<file path="src/rtl/axi4lite_read_if.sv">
// rtl/axi4lite_read_if.sv - AXI4-Lite read address and read data channels
interface axi4lite_read_if #(
  parameter int ADDR_WIDTH = 40,
  parameter int DATA_WIDTH = 32
);
  logic [ADDR_WIDTH-1:0] araddr;
  logic [2:0]            arprot;
  logic                  arvalid;
  logic                  arready;
  logic [DATA_WIDTH-1:0] rdata;
  logic [1:0]            rresp;
  logic                  rvalid;
  logic                  rready;

  modport master (
    output araddr, arprot, arvalid, rready,
    input  arready, rdata, rresp, rvalid
  );

  modport slave (
    input  araddr, arprot, arvalid, rready,
    output arready, rdata, rresp, rvalid
  );
endinterface

</file>
<file path="src/rtl/axi4lite_read.sv">
// rtl/axi4lite_read.sv - AXI4-Lite read slave bridging one read at a time to a register file
module axi4lite_read #(
  parameter int ADDR_WIDTH = 40,
  parameter int DATA_WIDTH = 32,
  parameter int TIMEOUT    = 16
) (
  input  logic                  clk,
  input  logic                  aresetb,
  axi4lite_read_if.slave        axi,
  output logic [ADDR_WIDTH-1:0] addr,
  output logic                  valid,
  input  logic [DATA_WIDTH-1:0] rd_data,
  input  logic                  rd_data_valid
);

  typedef enum logic [1:0] {IDLE, REQ, WAIT, RESP} state_t;

  localparam logic [1:0] RESP_OKAY   = 2'b00;
  localparam logic [1:0] RESP_SLVERR = 2'b10;
  localparam logic [7:0] CNT_LAST    = 8'(TIMEOUT - 1);

  state_t                state_q, state_d;
  logic                  arready_q, arready_d;
  logic                  rvalid_q, rvalid_d;
  logic [DATA_WIDTH-1:0] rdata_q, rdata_d;
  logic [1:0]            rresp_q, rresp_d;
  logic [ADDR_WIDTH-1:0] addr_q, addr_d;
  logic                  valid_q, valid_d;
  logic [7:0]            cnt_q, cnt_d;

  logic unused_arprot;
  assign unused_arprot = ^axi.arprot;

  always_ff @(posedge clk or negedge aresetb) begin
    if (!aresetb) begin
      state_q   <= IDLE;
      arready_q <= 1'b0;
      rvalid_q  <= 1'b0;
      rdata_q   <= '0;
      rresp_q   <= 2'b00;
      addr_q    <= '0;
      valid_q   <= 1'b0;
      cnt_q     <= 8'd0;
    end else begin
      state_q   <= state_d;
      arready_q <= arready_d;
      rvalid_q  <= rvalid_d;
      rdata_q   <= rdata_d;
      rresp_q   <= rresp_d;
      addr_q    <= addr_d;
      valid_q   <= valid_d;
      cnt_q     <= cnt_d;
    end
  end

  always_comb begin
    state_d   = state_q;
    arready_d = arready_q;
    rvalid_d  = rvalid_q;
    rdata_d   = rdata_q;
    rresp_d   = rresp_q;
    addr_d    = addr_q;
    valid_d   = 1'b0;
    cnt_d     = cnt_q;
    case (state_q)
      IDLE: begin
        // arready comes up one edge after reset release, then stays up in IDLE
        arready_d = 1'b1;
        if (axi.arvalid && arready_q) begin
          addr_d    = axi.araddr;
          arready_d = 1'b0;
          valid_d   = 1'b1;
          cnt_d     = 8'd0;
          state_d   = REQ;
        end
      end
      REQ, WAIT: begin
        cnt_d = cnt_q + 8'd1;
        // Data arriving on the final window cycle still wins over the timeout
        if (rd_data_valid) begin
          rdata_d  = rd_data;
          rresp_d  = RESP_OKAY;
          rvalid_d = 1'b1;
          state_d  = RESP;
        end else if (cnt_q == CNT_LAST) begin
          rdata_d  = '0;
          rresp_d  = RESP_SLVERR;
          rvalid_d = 1'b1;
          state_d  = RESP;
        end else begin
          state_d = WAIT;
        end
      end
      RESP: begin
        if (axi.rready) begin
          rvalid_d  = 1'b0;
          arready_d = 1'b1;
          state_d   = IDLE;
        end
      end
      default: state_d = IDLE;
    endcase
  end

  assign axi.arready = arready_q;
  assign axi.rvalid  = rvalid_q;
  assign axi.rdata   = rdata_q;
  assign axi.rresp   = rresp_q;
  assign addr        = addr_q;
  assign valid       = valid_q;

endmodule

</file>
<file path="src/flat_wrapper.sv">
// flat-port wrapper written by rule: the top's interface ports become plain ports
module axi4lite_read_flat 
#(
  parameter int ADDR_WIDTH = 40,
  parameter int DATA_WIDTH = 32,
  parameter int TIMEOUT    = 16
)
  (clk, aresetb, addr, valid, rd_data, rd_data_valid, axi_araddr, axi_arprot, axi_arvalid, axi_rready, axi_arready, axi_rdata, axi_rresp, axi_rvalid);
  axi4lite_read_if #(.ADDR_WIDTH(ADDR_WIDTH), .DATA_WIDTH(DATA_WIDTH)) axi_i ();
  input  logic clk;
  input  logic aresetb;
  output logic [ADDR_WIDTH-1:0] addr;
  output logic valid;
  input  logic [DATA_WIDTH-1:0] rd_data;
  input  logic rd_data_valid;
  input wire logic [$bits(axi_i.araddr)-1:0] axi_araddr;
  input wire logic [$bits(axi_i.arprot)-1:0] axi_arprot;
  input wire logic [$bits(axi_i.arvalid)-1:0] axi_arvalid;
  input wire logic [$bits(axi_i.rready)-1:0] axi_rready;
  output wire logic [$bits(axi_i.arready)-1:0] axi_arready;
  output wire logic [$bits(axi_i.rdata)-1:0] axi_rdata;
  output wire logic [$bits(axi_i.rresp)-1:0] axi_rresp;
  output wire logic [$bits(axi_i.rvalid)-1:0] axi_rvalid;
  assign axi_i.araddr = axi_araddr;
  assign axi_i.arprot = axi_arprot;
  assign axi_i.arvalid = axi_arvalid;
  assign axi_i.rready = axi_rready;
  assign axi_arready = axi_i.arready;
  assign axi_rdata = axi_i.rdata;
  assign axi_rresp = axi_i.rresp;
  assign axi_rvalid = axi_i.rvalid;
  axi4lite_read #(.ADDR_WIDTH(ADDR_WIDTH), .DATA_WIDTH(DATA_WIDTH), .TIMEOUT(TIMEOUT)) u_core (.clk(clk), .aresetb(aresetb), .axi(axi_i), .addr(addr), .valid(valid), .rd_data(rd_data), .rd_data_valid(rd_data_valid));
endmodule
</file>
<file path="config.mk">
export PLATFORM = sky130hd
export DESIGN_NAME = axi4lite_read_flat
export DESIGN_NICKNAME = d
export VERILOG_FILES = /design/src/rtl/axi4lite_read_if.sv /design/src/rtl/axi4lite_read.sv /design/src/flat_wrapper.sv
export SDC_FILE = /design/constraint.sdc
export NUM_CORES = 1
export LEC_CHECK = 0
export CAP_MARGIN = 5
export CORE_MARGIN = 5
export CORE_UTILIZATION = 46
export DETAILED_ROUTE_END_ITERATION = 12
export PLACE_DENSITY_LB_ADDON = 0.2
export SLEW_MARGIN = 20
export SYNTH_ARGS = -nofsm -noshare
export SYNTH_HDL_FRONTEND = slang
export SYNTH_SLANG_ARGS = --single-unit
</file>
<file path="constraint.sdc">
create_clock -name clk -period 3.5 [get_ports clk]
set_clock_uncertainty 0.2 [all_clocks]
set_input_delay 0.7 -clock clk [delete_from_list [all_inputs] [get_ports clk]]
set_output_delay 0.7 -clock clk [all_outputs]
set_load 0.02 [all_outputs]
</file>
### Word level (Yosys, flattened, before mapping)

Cells that the tools add are included.
Widths: inputs -> output; s select.

* flip-flop bits (word level): 87
* input port bits: 80
* output and inout port bits: 77

* add/sub/neg operators: 1
* eq/ne operators: 7
* muxes and demuxes: 20
* reductions and logical operators: 13

Operator list (number)
* $mux 32: 2
* $pmux 8 s2: 1
* $mux 2: 5
* $reduce_and 2->1: 5
* $add 8x1->8 const B: 1
* $eq 8x4->1 const B: 1
* $mux 1: 8
* $mux 8: 1
* $reduce_bool 2->1: 4
* $pmux 2 s3: 1
* $eq 2x2->1 const B: 2
* $pmux 1 s2: 2
* $ne 3x2->1 const B: 1
* $reduce_and 3->1: 1
* $eq 2x1->1 const B: 1
* $logic_not 2->1: 1
* $ne 2x1->1 const B: 1
* $ne 2x2->1 const B: 1
* $reduce_or 2->1: 1
* $logic_and 1x1->1: 1

### Logic depth before layout (Yosys ltp)

Gate-level depths: netlist of run 1.

* depth in word-level cells: 4
* depth in mapped cells: 7
* mapped depth without buffers: 5

### Least setup slack after synthesis of run 1

Ideal clock, no wire load.

* path kind: input port to flip-flop
* start point: in axi_arvalid
* end point: reg u_core.cnt_q[4]
* library setup time: 0.124 ns
* arrival: 1.457 ns
* path slack: 1.719 ns
* stages on the path: 4
* path through: a21boi_0 > buf_4 > nor4_1 > a211o_1

* cells in the longest elaborated chain, start to end: 3

Ends and longest elaborated chain
* start: declaration: line flat_wrapper.sv:18 `input wire logic [$bits(axi_i.arvalid)-1:0] axi_arvalid;`
* $logic_and 1x1->1: line axi4lite_read.sv:69 `if (axi.arvalid && arready_q) begin`
* $ne 2x1->1 (no line)
* $reduce_and 2->1 (no line)
* end signal: assignment: line axi4lite_read.sv:52 `cnt_q <= cnt_d;`
* end: declaration: line axi4lite_read.sv:29 `logic [7:0] cnt_q, cnt_d;`

Every way passes these cells.
A chain may end at the register's enable or synchronous reset.

### Final worst setup path of run 1

* start point: reg u_core.state_q[0]
* end point: reg u_core.cnt_q[6]

* cells in the longest elaborated chain, start to end: 4
* elaborated cells between the ends (all ways): 8

Ends and longest elaborated chain
* start: declaration: line axi4lite_read.sv:22 `state_t state_q, state_d;`
* start signal: assignment: line axi4lite_read.sv:45 `state_q <= state_d;`
* $eq 2x1->1 / $eq 2x2->1 (equally long branches): line axi4lite_read.sv:65 `case (state_q)`
* $reduce_or 2->1: line axi4lite_read.sv:65
* $reduce_bool 2->1 (no line)
* $reduce_and 2->1 (no line)

Parallel ways exist; a longest one is shown, timed or not.

==> impl_metrics.env, run 1 <==
export IMPL_status="completed"
export IMPL_drive_above_1_share=0.157
export IMPL_cts_resized=0
export IMPL_post_route_period_util=0.694
export IMPL_sw_frac_of_total=0.395
export IMPL_setup_viol=0
export IMPL_portBuffers=152
export IMPL_syn_cell_area_um2=3770
export IMPL_syn_inst=309
export IMPL_avgRoutedWirePerCell_um=17.0
export IMPL_slew_headroom=0.477
export IMPL_die_area_um2=10100
export IMPL_chipHeight_um=101
export IMPL_cts_root_buf="clkbuf_8"
export IMPL_rsz0062_at_grt="false"
export IMPL_dp_cells=549
export IMPL_viasPerCell=5.32
export IMPL_synth_async_reset_ratio=1.00
export IMPL_pwr_share_clk=0.132
export IMPL_p_leak_uw=0.00232
export IMPL_stdcell_count=565
export IMPL_synth_edf_count=0
export IMPL_yosysSeqAreaShare=0.571
export IMPL_critical_path_required_ns=3.53
export IMPL_holdWs_ns=0.182
export IMPL_grt_max_degree=87
export IMPL_clk_pin_slew_ns=0.09
export IMPL_drtAntennaViolNets=0
export IMPL_start_util=0.466
export IMPL_pin_count=157
export IMPL_crit_path_end_kind="flip-flop"
export IMPL_hold_viol_final=0
export IMPL_routed_wirelength_um=9600
export IMPL_grt_use_total=0.189
export IMPL_ys_flop_type="dfrtp_1"
export IMPL_timing_rr_start="u_core.state_q[0]$_DFFE_PN0P_"
export IMPL_r2r_cells=5
export IMPL_cts_setup_buffers=0
export IMPL_ys_ff_latch=86
export IMPL_cts_num_sinks=86
export IMPL_peakVddDrop_v=0.000537
export IMPL_place_hpwl_um=6820
export IMPL_internal_power_uw=3280
export IMPL_power_switching_uw=2150
export IMPL_die_w_um=101
export IMPL_firstDrtPassIters=5
export IMPL_p_seq_frac=0.333
export IMPL_antenna_found_initial=0
export IMPL_fin_util=0.689
export IMPL_via_count=3007
export IMPL_rows=33
export IMPL_arrival_ns=2.46
export IMPL_synth_avg_cell_area_um2=12.2
export IMPL_ys_warn_count=0
export IMPL_r2r_end="u_core.cnt_q[6]$_DFFE_PN0P_"
export IMPL_r2r_slack_ns=1.07
export IMPL_critPathMaxFanout=19
export IMPL_drc=0
export IMPL_cap_violations=0
export IMPL_critPathKind="flip-flop to flip-flop"
export IMPL_n_antenna_cell=0
export IMPL_combPwrFrac=0.534
export IMPL_power_density_nw_per_um2=975
export IMPL_grt_pass1_vias=3043
export IMPL_holdCritPathClass="primary input to asynchronous set/reset pin"
export IMPL_area_growth_pct=47.8
export IMPL_routabilityCongestion=0.762
export IMPL_grt_overflow=0
export IMPL_synth_fp_nets=393
export IMPL_fin_crit_ns=2.43
export IMPL_cts_tree="built"
export IMPL_worstSetupStartpointType="flip-flop"
export IMPL_clkLatencyLatePin_ns=0.35
export IMPL_fmax_ghz=0.412
export IMPL_detail_route_iter0_violations=108
export IMPL_postCtsHoldBufs=0
export IMPL_cts_buffers=9
export IMPL_final_nets=539
export IMPL_coreArea_um2=8090
export IMPL_synth_distinct_cells=44
export IMPL_cts_max_level=3
export IMPL_cts_buffer_depth=2
export IMPL_worstMarginPinSlew_ns=0.785
export IMPL_slew_viol_final=0
export IMPL_fin_tns_setup_ns=0
export IMPL_grt_first_pass_wirelength_um=15100
## cell usage after synthesis (2+ instances only)
library cell | instances | share of area
buf_2 | 5 | 0.0066
nand2b_1 | 34 | 0.056
clkbuf_1 | 8 | 0.0080
a211o_1 | 2 | 0.0046
buf_4 | 2 | 0.0040
and3_1 | 4 | 0.0066
nor3_1 | 4 | 0.0053
a22oi_1 | 32 | 0.064
a31oi_1 | 2 | 0.0033
nand3_1 | 2 | 0.0027
nand2_1 | 4 | 0.0040
inv_1 | 5 | 0.0050
o21ai_0 | 37 | 0.049
and2b_2 | 2 | 0.0046
a21boi_0 | 2 | 0.0040
buf_1 | 2 | 0.0020
dfrtp_1 | 86 | 0.57
o211ai_1 | 2 | 0.0040
mux2_2 | 40 | 0.12
clkbuf_2 | 3 | 0.0040
ha_1 | 4 | 0.013
o21ai_1 | 4 | 0.0053
nor2_1 | 2 | 0.0020
## worst max-delay path: stages, from the launching register on
cell	delay (ns)
dfrtp_1	0.39
inv_1	0.08
ha_1	0.54
inv_1	0.40
or3_1	0.44
o311ai_0	0.27
## cell families (layout without fill, tap and decap cells)
kind of cell	count (synthesis)	after routing	synth area share
simple gates	59	59	0.0969
other cells	1	1	0.000994
flops	86	86	0.571
fa+ha+maj	4	4	0.0133
compound gates	93	93	0.166
buf+inv	26	177	0.0332
mux	40	40	0.119
## placed cells by master, fill, tap and decap left out, types with 2 or more instances in the layout
master / n
clkdlybuf4s50_1: 151
dfrtp_1: 86
mux2_2: 40
o21ai_0: 37
nand2b_1: 34
a22oi_1: 32
clkbuf_8: 10
inv_1: 5
o21ai_1: 4
and3_1: 4
nand2_1: 4
nor3_1: 4
ha_1: 4
buf_4: 3
a21boi_0: 2
a211o_1: 2
nor2_1: 2
and2b_2: 2
o211ai_1: 2
a31oi_1: 2
clkinvlp_4: 2
## power by group through the flow
stage	logic, µW	clock network (µW)	registers (µW)
after global routing	3130	783	1880
final	2900	718	1810
after floorplan	1140	0	2330
after CTS	2950	743	1810
after global placement	2870	0	1780
after detailed placement	2940	0	1830
## flip-flops by register name (all words and copies together), names as in the netlist
signal and flops:
u_core.addr 40, u_core.axi.rdata 32, u_core.cnt_q 8, u_core.state_q 2, u_core.axi.arready 1, u_core.axi.rresp 1
u_core.axi.rvalid 1, u_core.valid 1
## worst max path at each step
stage               cells after the start                          start                               end
CTS                                     5  u_core.state_q[0]$_DFFE_PN0P_  u_core.axi.rdata[26]$_DFFE_PN0P_
global route                            5  u_core.state_q[1]$_DFFE_PN0P_       u_core.cnt_q[6]$_DFFE_PN0P_
global placement                        4                  rd_data_valid   u_core.axi.rdata[1]$_DFFE_PN0P_
detailed placement                      4                  rd_data_valid  u_core.axi.rdata[26]$_DFFE_PN0P_
floorplan                               4                    axi_arvalid       u_core.cnt_q[4]$_DFFE_PN0P_
finish                                  5  u_core.state_q[0]$_DFFE_PN0P_       u_core.cnt_q[6]$_DFFE_PN0P_
## stage by stage
step                setup WS, ns  instance area (µm²)  power, µW
floorplan                   1.72                 3770       3470
global placement           0.811                 5360       4650
detailed placement         0.748                 5360       4770
CTS                        0.864                 5570       5500
global route               0.795                 5580       5790
finish                      1.07                 5580       5430
## metal layers
metal | vias to the layer above | wire length, µm | global-route usage
met1 | 1471 | 4160 | 0.247
met5 | - | 0 | 0
met3 | 12 | 743 | 0.0519
met4 | 0 | 148 | 0.0694
met2 | 114 | 4550 | 0.301
li1 | 1410 | - | -
## final cells by class
class	instances	area [µm²]
fillers	663	2520
flip-flops and latches	86	2150
repair buffers	156	1570
multi-input cells	197	1500
clock buffers	10	138
well taps	105	131
clock inverters	6	70.1
inverters	5	18.8
Note: power is estimated with default switching activity, not from simulation.
==> run 2, diff against run 1 <==
CORE_UTILIZATION = 43   (was 46)
clock period = 2.3 ns   (was 3.5 ns; I/O delays follow)
==> run 2 against run 1 <==
Combinational power grew 56%; sequential power is 51% higher; die area is 6.3% higher; routed wire length increased by 1.8%; non-clock buffer count increased by 9; first-iteration DRC count rose by 50%; via count increased by 0.60%; clock power grew 38%; cell area grew 1.2%; total power increased by 52%.
==> impl_metrics.env, run 2 (synthesis gave the netlist of run 1 again) <==
export IMPL_critPathMaxFanout=6
export IMPL_grt_max_degree=38
export IMPL_power_density_nw_per_um2=1460
export IMPL_fin_tns_setup_ns=0
export IMPL_worstSetupStartpointType="flip-flop"
export IMPL_layout_commonest_cell="clkdlybuf4s50_1"
export IMPL_die_area_um2=10700
export IMPL_crit_slowest_cell="clkdlybuf4s50_1"
export IMPL_pin_count=157
export IMPL_rsz0062_at_grt="false"
export IMPL_crit_path_end_kind="primary output"
export IMPL_slew_viol_final=0
export IMPL_cts_max_level=3
export IMPL_cts_buffer_depth=2
export IMPL_drtAntennaViolNets=0
export IMPL_fin_ws_ns=0.201
export IMPL_via_count=3025
export IMPL_coreArea_um2=8640
export IMPL_final_nets=548
export IMPL_path_cells="clkdlybuf4s50_1"
export IMPL_p_leak_uw=0.00236
export IMPL_cap_violations=0
export IMPL_grt_first_pass_wirelength_um=16500
export IMPL_grt_overflow=0
export IMPL_drc=0
export IMPL_clk_pin_slew_ns=0.08
export IMPL_grt_use_total=0.184
export IMPL_place_hpwl_um=6920
export IMPL_setup_viol=0
export IMPL_cts_num_sinks=86
export IMPL_portBuffers=152
export IMPL_avgRoutedWirePerCell_um=16.9
export IMPL_mostFrequentLayoutCells="clkdlybuf4s50_1, dfrtp_1, mux2_2, o21ai_0, nand2b_1"
export IMPL_hold_viol_final=0
export IMPL_chipHeight_um=104
export IMPL_clkLatencyLatePin_ns=0.35
export IMPL_routed_wirelength_um=9770
export IMPL_antenna_found_initial=0
export IMPL_critical_path_required_ns=1.64
export IMPL_largest_reg_flops=40
export IMPL_rows=34
export IMPL_fin_area_um2=5640
export IMPL_critPathKind="flip-flop to primary output"
export IMPL_detail_route_iter0_violations=162
export IMPL_r2r_slack_ns=0.31
export IMPL_status="completed"
export IMPL_fin_util=0.654
export IMPL_cts_tree="built"
export IMPL_area_growth_pct=49.7
export IMPL_placed_cell_area_um2=5450
export IMPL_nFillCells=685
export IMPL_cts_buffers=9
export IMPL_n_antenna_cell=0
export IMPL_grt_pass1_vias=3319
export IMPL_routabilityCongestion=0.758
export IMPL_viasPerCell=5.24
export IMPL_drive_above_1_share=0.168
export IMPL_slew_headroom=0.628
export IMPL_start_util=0.437
export IMPL_firstDrtPassIters=4
export IMPL_fin_crit_ns=2.10
export IMPL_die_w_um=104
export IMPL_post_route_period_util=0.913
export IMPL_slowest_delay_ns=0.66
export IMPL_peakVddDrop_v=0.000703
export IMPL_post_place_ws_ns=0.196
export IMPL_dp_cells=560
export IMPL_fmax_ghz=0.476
export IMPL_crit_family="buffers and inverters"
export IMPL_stdcell_count=577
export IMPL_holdCritPathClass="flip-flop to flip-flop"
export IMPL_worst_path_buf_inv=1
export IMPL_worstMarginPinSlew_ns=0.554
export IMPL_cts_root_buf="clkbuf_8"
export IMPL_arrival_ns=1.44
export IMPL_cts_resized=0
==> run 2: cell types whose count changed in the layout (fill, tap and decap cells not counted), sizes merged <==
| cell | delta |
|---|---|
| buf | +8 |
| dlygate4sd3 | +1 |
| clkinvlp | +1 |
| bufinv | -1 |
==> run 2: final timing paths <==
check | from | to | cells after the start
worst max-delay path | u_core.axi.arready$_DFFE_PN0P_ | axi_arready | 1
worst min-delay path | u_core.addr[25]$_DFFE_PN0P_ | u_core.addr[25]$_DFFE_PN0P_ | 1
worst max register to register | u_core.state_q[0]$_DFFE_PN0P_ | u_core.cnt_q[5]$_DFFE_PN0P_ | 6
worst min register to register | u_core.addr[25]$_DFFE_PN0P_ | u_core.addr[25]$_DFFE_PN0P_ | 1
max in group asynchronous | aresetb | u_core.axi.rdata[27]$_DFFE_PN0P_ | 3
min in group asynchronous | aresetb | u_core.addr[18]$_DFFE_PN0P_ | 2
==> run 2: power breakdown <==
group          switching, µW  total (µW)  internal, µW
clock                    566         992           426
combinational           2250        4530          2280
sequential               475        2740          2260
==> run 2: timing repair <==
item,in CTS,in global routing
hold endpoints to repair,30,0
hold buffers,1,0
setup buffers,0,0
==> run 2: cell type report <==
class,count,area [µm²],share of cell area
flip-flops and latches,86,2150,0.381
repair buffers,165,1660,0.294
multi-input cells,197,1500,0.266
clock buffers,10,138,0.0244
well taps,108,135,0.0239
clock inverters,6,45.0,0.00798
inverters,5,18.8,0.00333
==> run 2: worst reg2reg max path, stage by stage, from the launching register on <==
cell     delay [ns]
dfrtp_1        0.39
inv_1          0.07
ha_1           0.34
inv_1          0.19
buf_4          0.23
nor3_1         0.08
a221o_2        0.36
==> run 2: per-layer routing <==
layer  GRT usage  wire length [µm]  up-vias
li1            -                 -     1428
met1       0.237              4430     1453
met2       0.286              4310      130
met3      0.0709               869       14
met4      0.0592               159        0
met5           0                 0        -
==> run 2: through the flow <==
stage,total power (µW),hold WS (ns)
after floorplan,5290,-0.0356
after global placement,7200,0.219
after detailed placement,7340,0.224
after CTS,8360,0.311
after global routing,8860,0.315
final,8260,0.309
==> run 3, diff against run 2 <==
--- a/config.mk
+++ b/config.mk
@@ -10,4 +10,5 @@
 export CORE_UTILIZATION = 43
+export CTS_CLUSTER_DIAMETER = 100
 export DETAILED_ROUTE_END_ITERATION = 12
-export PLACE_DENSITY_LB_ADDON = 0.2
+export PLACE_DENSITY = 0.8
 export SLEW_MARGIN = 20
==> constraint.sdc (replaced) <==
create_clock -name clk -period 2.3 [get_ports clk]
set_clock_uncertainty 0.2 [all_clocks]
set_input_delay 0.345 -clock clk [delete_from_list [all_inputs] [get_ports clk]]
set_output_delay 0.345 -clock clk [all_outputs]
set_load 0.02 [all_outputs]
==> run 3 against run 2 <==
Total power is essentially flat; worst setup slack improved by 0.088 ns; critical path depth up 4; final cell count down 0.17%; non-clock buffer count is 1 lower; via count fell by 0.89%; largest cell class unchanged; highest routed layer unchanged.
==> impl_metrics.env, run 3 (synthesis gave the netlist of run 1 again) <==
export IMPL_status="completed"
export IMPL_drtAntennaViolNets=0
export IMPL_portBuffers=152
export IMPL_grtUsageMet2=0.270
export IMPL_fin_crit_ns=2.01
export IMPL_rsz0062_at_grt="false"
export IMPL_fin_tns_setup_ns=0
export IMPL_die_w_um=104
export IMPL_slew_headroom=0.637
export IMPL_worstMarginPinSlew_ns=0.541
export IMPL_busiest_layer="met2"
export IMPL_coreArea_um2=8640
export IMPL_via_count=2998
export IMPL_critical_path_required_ns=2.34
export IMPL_clk_pin_slew_ns=0.10
export IMPL_routabilityCongestion=0.793
export IMPL_grt_max_degree=39
export IMPL_fin_util=0.652
export IMPL_use_met3=0.0697
export IMPL_final_nets=547
export IMPL_hold_viol_final=0
export IMPL_grt_pass1_vias=3138
export IMPL_holdCritPathClass="primary input to asynchronous set/reset pin"
export IMPL_worstSetupStartpointType="flip-flop"
export IMPL_drive_above_1_share=0.167
export IMPL_die_area_um2=10700
export IMPL_largest_reg_flops=40
export IMPL_viasPerCell=5.20
export IMPL_clkLatencyLatePin_ns=0.35
export IMPL_pin_count=157
export IMPL_cts_num_sinks=86
export IMPL_crit_path_end_kind="flip-flop"
export IMPL_cts_max_level=3
export IMPL_setup_viol=0
export IMPL_cts_tree="built"
export IMPL_mostFrequentLayoutCells="clkdlybuf4s50_1, dfrtp_1, mux2_2, o21ai_0, nand2b_1"
export IMPL_grt_met1_usage=0.245
export IMPL_layout_commonest_cell="clkdlybuf4s50_1"
export IMPL_arrival_ns=2.05
export IMPL_grt_use_total=0.180
export IMPL_routed_wirelength_um=9590
export IMPL_chipHeight_um=104
export IMPL_firstDrtPassIters=4
export IMPL_p_leak_uw=0.00235
export IMPL_n_antenna_cell=0
export IMPL_rows=34
export IMPL_grt_first_pass_wirelength_um=16100
export IMPL_start_util=0.437
export IMPL_fmax_ghz=0.497
export IMPL_critPathMaxFanout=9
export IMPL_post_route_period_util=0.875
export IMPL_avgRoutedWirePerCell_um=16.6
export IMPL_critPathKind="flip-flop to flip-flop"
export IMPL_r2r_slack_ns=0.29
export IMPL_place_hpwl_um=6990
export IMPL_peakVddDrop_v=0.000725
export IMPL_area_growth_pct=49.3
export IMPL_slew_viol_final=0
export IMPL_cts_resized=0
export IMPL_power_density_nw_per_um2=1470
export IMPL_cts_buffers=9
export IMPL_antenna_found_initial=0
export IMPL_cts_setup_buffers=0
export IMPL_detail_route_iter0_violations=107
export IMPL_cts_buffer_depth=2
export IMPL_cts_root_buf="clkbuf_8"
export IMPL_drc=0
export IMPL_grt_overflow=0
export IMPL_cap_violations=0
==> run 3: cell types whose count changed in the layout (fill, tap and decap cells not counted) <==
| cell | previous run | this run |
|---|---|---|
| clkinv_4 | 1 | 0 |
| buf_12 | 3 | 2 |
| clkbuf_8 | 10 | 9 |
| clkinv_2 | 1 | 0 |
| inv_8 | 0 | 3 |
==> run 3: timing repair <==
item	CTS	global route
hold endpoints to repair	28	0
hold buffers	1	0
setup endpoints to repair	0	0
==> run 3: final cells by class <==
cell class              count  area (µm²)
fillers                   682        3010
flip-flops and latches     86        2150
repair buffers            164        1640
multi-input cells         197        1500
well taps                 108         135
clock buffers               9         124
clock inverters             7        65.1
inverters                   5        18.8
==> run 3: final timing paths <==
path	start	endpoint	depth (start not counted)
min	aresetb	u_core.axi.rdata[28]$_DFFE_PN0P_	2
min reg2reg	u_core.addr[35]$_DFFE_PN0P_	u_core.addr[35]$_DFFE_PN0P_	1
max	u_core.state_q[1]$_DFFE_PN0P_	u_core.cnt_q[6]$_DFFE_PN0P_	5
max reg2reg	u_core.state_q[1]$_DFFE_PN0P_	u_core.cnt_q[6]$_DFFE_PN0P_	5
max in group asynchronous	aresetb	u_core.addr[9]$_DFFE_PN0P_	3
min in group clk	u_core.addr[35]$_DFFE_PN0P_	u_core.addr[35]$_DFFE_PN0P_	1
==> run 3: report_power, final <==
part	switching (µW)	internal (µW)	leakage (µW)
Combinational	2250	2250	0.00123
Clock	592	418	0.0000878
Sequential	486	2260	0.00103
Total	3330	4940	0.00235
==> run 3: critical path: stages, from the launching register on <==
cell and delay (ns):
dfrtp_1 0.39, inv_1 0.07, ha_1 0.44, inv_1 0.15
or3_1 0.35, o311ai_0 0.30
==> run 3: layer usage <==
metal | routed length (µm) | vias up
met5 | 0 | -
met4 | 75 | 0
met3 | 855 | 9
met2 | 4230 | 135
met1 | 4430 | 1425
li1 | - | 1429
==> run 3: per-stage QoR <==
step	hold slack [ns]	cell area, µm²	cells	worst slack (ns)	power (µW)
2_1_floorplan	-0.151	3770	309	0.533	5290
3_3_place_gp	0.101	5430	559	0.338	7170
3_5_place_dp	0.0996	5430	559	0.308	7320
4_1_cts	0.270	5630	576	0.287	8360
5_1_grt	0.312	5630	576	0.151	8840
6_report	0.269	5630	576	0.288	8260
